### src/rtl/fetch_unit_pkg.sv
// Shared types for the fetch stage: FSM states and next-PC selects.
// Imported by fetch_unit and fetch_pc_gen.
package fetch_unit_pkg;

    localparam int unsigned PC_W_DEF    = 16;
    localparam int unsigned IR_W_DEF    = 32;
    localparam int unsigned IMEM_AW_DEF = 10;
    localparam int unsigned CNT_W_DEF   = 16;

    typedef enum logic {
        FE_RUN     = 1'b0,
        FE_BR_WAIT = 1'b1
    } fe_state_e;

    typedef enum logic [1:0] {
        PC_HOLD  = 2'd0,
        PC_INC   = 2'd1,
        PC_REDIR = 2'd2
    } pc_sel_e;

endpackage

### src/rtl/fetch_pc_gen.sv
// Program counter register with its next-PC mux.
// Selects hold, sequential +4 (wrapping) or writeback redirect.
module fetch_pc_gen
    import fetch_unit_pkg::*;
#(
    parameter int unsigned PC_W     = PC_W_DEF,
    parameter int unsigned RESET_PC = 0
) (
    input  logic            clk_i,
    input  logic            rst_i,
    input  pc_sel_e         sel_i,
    input  logic [PC_W-1:0] wb_pc_i,
    output logic [PC_W-1:0] pc_o
);

    logic [PC_W-1:0] pc_q;
    logic [PC_W-1:0] pc_d;

    // Next-PC selection.
    always_comb begin
        pc_d = pc_q;
        unique case (sel_i)
            PC_HOLD:  pc_d = pc_q;
            PC_INC:   pc_d = pc_q + PC_W'(4);
            PC_REDIR: pc_d = wb_pc_i;
            default:  pc_d = pc_q;
        endcase
    end

    // PC register.
    always_ff @(posedge clk_i or posedge rst_i) begin
        if (rst_i) begin
            pc_q <= PC_W'(RESET_PC);
        end else begin
            pc_q <= pc_d;
        end
    end

    assign pc_o = pc_q;

endmodule

### src/rtl/fetch_unit.sv
// Fetch stage: drives the FE/DE register from instruction memory,
// parks in BR_WAIT after a branch until writeback redirects the PC.
module fetch_unit
    import fetch_unit_pkg::*;
#(
    parameter int unsigned PC_W     = PC_W_DEF,
    parameter int unsigned IR_W     = IR_W_DEF,
    parameter int unsigned IMEM_AW  = IMEM_AW_DEF,
    parameter int unsigned RESET_PC = 0,
    parameter int unsigned CNT_W    = CNT_W_DEF
) (
    input  logic               I_CLOCK,
    input  logic               I_RESET,
    input  logic               I_LOCK,
    output logic [IMEM_AW-1:0] O_IMemAddr,
    input  logic [IR_W-1:0]    I_IMemData,
    input  logic               I_DepStallSignal,
    input  logic               I_BranchStallSignal,
    input  logic               I_GPUStallSignal,
    input  logic [PC_W-1:0]    I_WriteBackPC,
    input  logic               I_WriteBackPCEn,
    output logic               O_LOCK,
    output logic [PC_W-1:0]    O_PC,
    output logic [IR_W-1:0]    O_IR,
    output logic               O_FE_Valid,
    output logic [CNT_W-1:0]   O_FetchCount,
    output logic [CNT_W-1:0]   O_BubbleCount
);

    fe_state_e        state_q, state_d;
    pc_sel_e          pc_sel;
    logic [PC_W-1:0]  pc;
    logic [PC_W-1:0]  fe_pc_q, fe_pc_d;
    logic [IR_W-1:0]  fe_ir_q, fe_ir_d;
    logic             fe_valid_q, fe_valid_d;
    logic             lock_q;
    logic [CNT_W-1:0] fetch_cnt_q, fetch_cnt_d;
    logic [CNT_W-1:0] bubble_cnt_q, bubble_cnt_d;

    fetch_pc_gen #(
        .PC_W     (PC_W),
        .RESET_PC (RESET_PC)
    ) u_pc_gen (
        .clk_i   (I_CLOCK),
        .rst_i   (I_RESET),
        .sel_i   (pc_sel),
        .wb_pc_i (I_WriteBackPC),
        .pc_o    (pc)
    );

    assign O_IMemAddr = pc[IMEM_AW+1:2];

    // Next state, FE/DE register, PC select and counters.
    always_comb begin
        state_d      = state_q;
        pc_sel       = PC_HOLD;
        fe_pc_d      = fe_pc_q;
        fe_ir_d      = fe_ir_q;
        fe_valid_d   = fe_valid_q;
        fetch_cnt_d  = fetch_cnt_q;
        bubble_cnt_d = bubble_cnt_q;
        if (I_LOCK) begin
            if (!fe_valid_q && bubble_cnt_q != '1) begin
                bubble_cnt_d = bubble_cnt_q + 1'b1;
            end
            unique case (state_q)
                FE_RUN: begin
                    if (I_WriteBackPCEn) begin
                        pc_sel     = PC_REDIR;
                        fe_valid_d = 1'b0;
                    end else if (I_GPUStallSignal || I_DepStallSignal) begin
                        pc_sel = PC_HOLD;
                    end else if (I_BranchStallSignal) begin
                        fe_valid_d = 1'b0;
                        fe_ir_d    = '0;
                        state_d    = FE_BR_WAIT;
                    end else begin
                        pc_sel     = PC_INC;
                        fe_ir_d    = I_IMemData;
                        fe_pc_d    = pc + PC_W'(4);
                        fe_valid_d = 1'b1;
                        if (fetch_cnt_q != '1) begin
                            fetch_cnt_d = fetch_cnt_q + 1'b1;
                        end
                    end
                end
                FE_BR_WAIT: begin
                    if (I_WriteBackPCEn) begin
                        pc_sel  = PC_REDIR;
                        state_d = FE_RUN;
                    end
                end
                default: state_d = FE_RUN;
            endcase
        end
    end

    // State, FE/DE register, lock and counter registers.
    always_ff @(posedge I_CLOCK or posedge I_RESET) begin
        if (I_RESET) begin
            state_q      <= FE_RUN;
            fe_pc_q      <= '0;
            fe_ir_q      <= '0;
            fe_valid_q   <= 1'b0;
            lock_q       <= 1'b0;
            fetch_cnt_q  <= '0;
            bubble_cnt_q <= '0;
        end else begin
            state_q      <= state_d;
            fe_pc_q      <= fe_pc_d;
            fe_ir_q      <= fe_ir_d;
            fe_valid_q   <= fe_valid_d;
            lock_q       <= I_LOCK;
            fetch_cnt_q  <= fetch_cnt_d;
            bubble_cnt_q <= bubble_cnt_d;
        end
    end

    assign O_LOCK        = lock_q;
    assign O_PC          = fe_pc_q;
    assign O_IR          = fe_ir_q;
    assign O_FE_Valid    = fe_valid_q;
    assign O_FetchCount  = fetch_cnt_q;
    assign O_BubbleCount = bubble_cnt_q;

endmodule
### config.mk
export PLATFORM = sky130hd
export DESIGN_NAME = fetch_unit
export DESIGN_NICKNAME = d
export VERILOG_FILES = /design/src/rtl/fetch_unit_pkg.sv /design/src/rtl/fetch_pc_gen.sv /design/src/rtl/fetch_unit.sv
export SDC_FILE = /design/constraint.sdc
export NUM_CORES = 1
export LEC_CHECK = 0
export BUFFER_PORTS_ARGS = -buffer_cell sky130_fd_sc_hd__buf_2
export CORE_MARGIN = 1.5
export CORE_UTILIZATION = 48
export DETAILED_ROUTE_END_ITERATION = 6
export MAX_ROUTING_LAYER = met4
export PLACE_DENSITY = 0.83
export SETUP_SLACK_MARGIN = 0.3
export SYNTH_ARGS = -nofsm -noshare
export SYNTH_HDL_FRONTEND = slang
export SYNTH_HIERARCHICAL = 1
export SYNTH_SLANG_ARGS = --single-unit
### constraint.sdc
create_clock -name I_CLOCK -period 6.05 [get_ports I_CLOCK]
set_input_delay 0.9075 -clock I_CLOCK [delete_from_list [all_inputs] [get_ports I_CLOCK]]
set_output_delay 0.9075 -clock I_CLOCK [all_outputs]
set_load 0.05 [all_outputs]
==> impl_metrics.yaml, run 1 <==
run_status:
  status: "finished, final reports clean"
cts:
  cts_tree: "built"
  cts_root_buf: "clkbuf_8"
  cts.sinks: 99
  cts_setup_buffers: 0
  hold_buffers: 0
  ctsResizeCount: 0
  clk_path_buf_depth: 2
  htreeDepth: 3
  path_clk_slew_ns: 0.09
  insertion_delay_ns: 0.36
  numCtsBuffers: 9
job:
  cap_violations: 0
setup_path:
  startpoint: "I_DepStallSignal"
  cp_max_fo: 37
  cp-end-kind: "flip-flop"
  crit_slowest_cell: "ha_1"
  critPathRequiredTime_ns: 6.34
  cp_common_cell: "inv_1"
  path_class: "in -> reg"
  r2r-start: "state_q$_DFFE_PP0P_"
  critical_path.cell_chain: "buf_2 > nor4b_4 > nand2_4 > inv_1 > inv_1 > ha_1 > nand2b_1 > o22ai_1 > a41o_1 > a31oi_1"
  slowest_delay_ns: 0.51
  start_kind: "input pin"
  r2r.worst_path.cells: 9
  cp.arrival_ns: 3.38
layout:
  antenna_cells: 0
  mostFrequentLayoutCells: "buf_2 (146), dfrtp_1 (99), nand2_1 (69), o21ai_0 (49), nand2b_1 (37)"
  drive_gt1_frac: 0.3107
  area_delta_synth_final_pct: 20.62
  mostFrequentLayoutCell: "buf_2"
  fin_nets: 689
placement:
  hpwl_um: 7853
  port_buffers: 146
  gp_congestion: 0.8564
logic_synthesis:
  yosysSeqAreaShare: 0.5016
  yosys.area_share.simple: 0.2496
  synth_compound_area_frac: 0.1100
  syn-mean-instance-area_um2: 10.04
  synthMuxAreaShare: 0.03978
  synth_warnings: 6
  synth-async-reset-ratio: 1.000
  synth_cell_type_count: 53
  synth_xor_xnor_area_share: 0.05853
  synth_enable_flop_cells: 0
  syn_inst: 492
  synth-seq-cells: 99
  synth_adder_area_share: 0.01267
  synth.cell_area_um2: 4938
  synthFlopType: "dfrtp_1"
  synth_top_family_by_area: "simple AND/OR/NAND/NOR gates"
  syn_nets: 552
grt:
  grt_pass1_vias: 3853
  grt_start_max_net_pins: 84
  grt_pass1_wl_um: 18130
  overflow: 0
  antenna_found_initial: 0
  gr-usage-all-layers: 0.2105
timing:
  fin_crit_ns: 3.090
  max_freq_ghz: 0.3236
  final.setup.tns_ns: 0
  hold_ws_ns: 0.4810
  finalCritPeriodShare: 0.5108
  final-hold-violation-count: 0
  final-setup-viol-count: 0
  slew_headroom: 0.3136
  clock_skew_ns: 0.005707
  worst_pin_slew_ns: 1.030
  slew_viol_final: 0
  rsz0062_at_grt: "false"
routing:
  first_pass_iters: 5
  drt_iter0_drc: 201
  wl_um: 10960
  vias: 4094
  wire_per_inst_um: 14.29
  drc: 0
  avgViaCountPerCell: 5.338
  ant_nets: 0
floorplan:
  die-area_um2: 10910
  chipHeight_um: 104.4
  row_count: 36
  io_pins: 147
  start_util: 0.5006
  die_w_um: 104.4
  fp.coreArea_um2: 9864
worst_hold_path:
  min_path_cells: 2
  min_from: "O_IR[13]$_DFFE_PP0P_"
  hp-class: "reg -> reg"
pwr:
  power.leakage_uw: 0.002879
  powerDensity_nw_per_um2: 348.3
  ir_drop_mv: 0.3418
[synth_stat cells (2+ instances only)]
library cell	count	area [um^2]
a21oi_1	13	65.06
a22oi_1	2	15.01
a31oi_1	3	18.77
a41o_1	2	20.02
and3_1	2	12.51
and4_1	3	26.28
buf_2	5	25.02
clkbuf_1	16	60.06
dfrtp_1	99	2477
ha_1	5	62.56
inv_1	12	45.04
inv_2	2	7.510
mux2_1	3	33.78
mux2_2	10	112.6
mux2i_1	5	50.05
nand2_1	69	259.0
nand2b_1	38	237.7
nand3_1	19	95.09
nand4_1	10	62.56
nand4_2	4	50.05
nand4_4	2	42.54
nor2_1	18	67.56
nor3_1	13	65.06
nor3b_1	2	15.01
nor4_1	7	43.79
nor4_2	2	25.02
nor4_4	4	85.08
nor4b_2	2	30.03
o21a_1	3	22.52
o21ai_0	49	245.2
o21ai_1	3	15.01
o22ai_1	12	75.07
or3_1	2	12.51
xnor2_1	16	140.1
xor2_1	17	148.9
[sequential cells by signal, summed over array words and instances, names as in the netlist]
signal         count
state_q            1
O_FetchCount      16
u_pc_gen/pc_o     16
O_LOCK             1
O_IR              32
O_FE_Valid         1
O_PC              16
O_BubbleCount     16
[layer usage]
layer  track usage  up-vias  share of wire  wire [um]
li1              -     2007              -          -
met1        0.2804     1900           0.46       4993
met2        0.3219      174           0.47       5150
met3       0.03133       13          0.062        678
met4       0.08929        0          0.013        142
met5             -        -              0          0
[cell families (layout without fill, tap and decap cells)]
logic type      Yosys count  after routing
fa+ha+maj                 5              5
buf+inv                  35            177
simple gates            207            207
compound gates           95             95
xor+xnor                 33             33
flops                    99             99
mux                      18             18
[metrics by stage]
| step | setup slack (ns) | instance area, um^2 | total power, uW | util | instances |
|---|---|---|---|---|---|
| global route | 2.750 | 5957 | 2184 | 0.6039 | 767 |
| finish | 2.960 | 5957 | 2075 | 0.6039 | 767 |
| CTS | 2.981 | 5957 | 2092 | 0.6039 | 767 |
| detailed placement | 2.594 | 5762 | 1667 | 0.5841 | 751 |
| global placement | 2.707 | 5762 | 1650 | 0.5841 | 751 |
| floorplan | 3.006 | 4938 | 1467 | - | 492 |
[path summary, 6_finish.rpt]
| path | to | slack, ns |
|---|---|---|
| setup / recovery | u_pc_gen/pc_o[11]$_DFFE_PP0P_ | 2.96 |
| hold / removal | O_IR[13]$_DFFE_PP0P_ | 0.48 |
| setup reg to reg | u_pc_gen/pc_o[11]$_DFFE_PP0P_ | 3.26 |
| hold reg to reg | O_IR[13]$_DFFE_PP0P_ | 0.48 |
| max in group asynchronous | O_IR[6]$_DFFE_PP0P_ | 4.52 |
| min in group asynchronous | u_pc_gen/pc_o[5]$_DFFE_PP0P_ | 0.63 |
[worst max-delay path, delay by kind of cell]
family | cells | cell delay [ns]
simple gates | 3 | 1.17
compound gates | 3 | 0.48
fa+ha+maj | 1 | 0.51
buf+inv | 3 | 0.29
[layout make-up]
class	count	area (um^2)
clock buffer	12	145.1
clock inverter	4	50.05
fill	821	3908
inverter	14	53.80
multi-input combinational	358	2326
sequential	99	2477
tap	133	166.4
timing repair buffer	147	738.2
[power by group]
group	internal (uW)	switching (uW)
clock network	202	219
logic	190	558
registers	772	134
total	1160	911
(Power assumes the default switching activity.)
==> run 2: changes to the inputs <==
CORE_UTILIZATION = 47   (was 48)
PLACE_DENSITY = 0.85   (was 0.83)
clock period = 2.8 ns   (was 6.05 ns; I/O delays follow)
==> run 2 against run 1 <==
  * Core utilization decreased by 1.8 points
  * Highest routed layer unchanged
  * First-iteration DRC count increased by 41%
  * Critical path type is now reg -> reg
  * Final cell count increased by 1.2%
  * Clock skew increased by 0.0017 ns
==> impl_metrics.yaml, run 2 (synthesis results as in run 1) <==
setup_path:
  crit_slowest_cell: "dfrtp_1"
  critPathTopFamily: "simple AND/OR/NAND/NOR gates"
  critical_path.cell_chain: "nor4b_4 > nand2_4 > inv_1 > inv_1 > ha_1 > nand2b_1 > o22ai_1 > a41o_1 > a31oi_1"
  cp-end-kind: "flip-flop"
  cp.arrival_ns: 2.54
  worst-path-buf-inv: 2
  path_class: "reg -> reg"
  start_kind: "flip-flop"
  cp_common_cell: "inv_1"
  cp_max_fo: 10
  reg2reg_slack_ns: 0.56
  slowest_delay_ns: 0.43
  critPathRequiredTime_ns: 3.09
cts:
  path_clk_slew_ns: 0.09
  cts_root_buf: "clkbuf_8"
  clk_path_buf_depth: 2
  cts_tree: "built"
  insertion_delay_ns: 0.36
  hold_buffers: 0
  numCtsBuffers: 9
  ctsResizeCount: 0
  htreeDepth: 3
  cts.sinks: 99
  cts_setup_buffers: 0
layout:
  mostFrequentLayoutCells: "buf_2 (146), dfrtp_1 (99), nand2_1 (69), o21ai_0 (49), nand2b_1 (37)"
  ff_latch_area_um2: 2477
  multi_input_area_um2: 2326
  design_area_um2: 6017
  drive_gt1_frac: 0.3172
  largest_register_ffs: 32
  area_delta_synth_final_pct: 21.84
  antenna_cells: 0
  fin_nets: 695
  finalCoreUtilization: 0.5855
  mostFrequentLayoutCell: "buf_2"
  fill_cells: 892
pwr:
  powerDensity_nw_per_um2: 742.4
  netSwitchingFraction: 0.4387
  p_seq_frac: 0.436
  p_int_uw: 2507
  power.leakage_uw: 0.002915
  p_switching_uw: 1959
  power_frac_comb: 0.364
  ir_drop_mv: 0.6669
  clockPowerShare: 0.200
grt:
  gr-usage-all-layers: 0.2177
  grt_pass1_wl_um: 18970
  grt_pass1_vias: 4010
  antenna_found_initial: 0
  grt_start_max_net_pins: 65
  overflow: 0
floorplan:
  fp.coreArea_um2: 10280
  chipHeight_um: 105.5
  die-area_um2: 11130
  io_pins: 147
  start_util: 0.4805
  die_w_um: 105.5
  row_count: 37
routing:
  vias: 4177
  ant_nets: 0
  avgViaCountPerCell: 5.383
  wl_um: 11380
  first_pass_iters: 6
  wire_per_inst_um: 14.67
  drt_iter0_drc: 284
  drc: 0
placement:
  place_area_um2: 5826
  hpwl_um: 8323
  port_buffers: 146
  gp_congestion: 0.8769
job:
  cap_violations: 0
worst_hold_path:
  hp-class: "in -> async"
timing:
  fin_crit_ns: 2.244
  max_freq_ghz: 0.4456
  finalCritPeriodShare: 0.8015
  clock_skew_ns: 0.007432
  rsz0062_at_grt: "false"
  final-hold-violation-count: 0
  final.setup.tns_ns: 0
  slew_headroom: 0.5500
  slew_viol_final: 0
  final-setup-viol-count: 0
  worst_pin_slew_ns: 0.6736
run_status:
  status: "finished, final reports clean"
## run 2: path summary, 6_finish.rpt
path                                 startpoint                             to  depth (start not counted)
min in group I_CLOCK                     I_LOCK               O_LOCK$_DFF_PP0_                          1
hold reg to reg            O_IR[16]$_DFFE_PP0P_           O_IR[16]$_DFFE_PP0P_                          2
hold / removal                          I_RESET            O_PC[8]$_DFFE_PP0P_                          2
setup reg to reg            state_q$_DFFE_PP0P_  u_pc_gen/pc_o[11]$_DFFE_PP0P_                          9
setup / recovery            state_q$_DFFE_PP0P_  u_pc_gen/pc_o[11]$_DFFE_PP0P_                          9
max in group asynchronous               I_RESET   O_BubbleCount[1]$_DFFE_PP0P_                          3
## run 2: power groups by stage
stage	registers [uW]	logic, uW	clock network, uW
floorplan	2750	423	0
global placement	1960	1600	0
detailed placement	1980	1640	0
CTS	1950	1640	913
global route	1990	1730	975
finish	1950	1620	893
## run 2: metrics by stage
step	std cells	hold slack, ns	total power, uW	setup WS [ns]
2_1_floorplan	492	0.3337	3170	0.4088
3_3_place_gp	760	0.4570	3560	0.4749
3_5_place_dp	760	0.4648	3613	0.3803
4_1_cts	776	0.1644	4502	0.5636
5_1_grt	776	0.2100	4697	0.4088
6_report	776	0.1481	4467	0.5559
## run 2: final cells by class
class                           instances  share of cell area
Clock inverter                          1           0.0008318
Timing Repair Buffer                  153              0.1323
Sequential cell                        99              0.4117
Inverter                               14            0.009357
Clock buffer                           15             0.03098
Multi-Input combinational cell        358              0.3866
Tap cell                              136             0.02828
## run 2: per-layer routing
| layer | up-vias | share of wire | global-route usage |
|---|---|---|---|
| met5 | - | 0 | - |
| li1 | 2009 | - | - |
| met3 | 19 | 0.063 | 0.04020 |
| met2 | 162 | 0.48 | 0.3455 |
| met4 | 0 | 0.015 | 0.07529 |
| met1 | 1987 | 0.44 | 0.2827 |
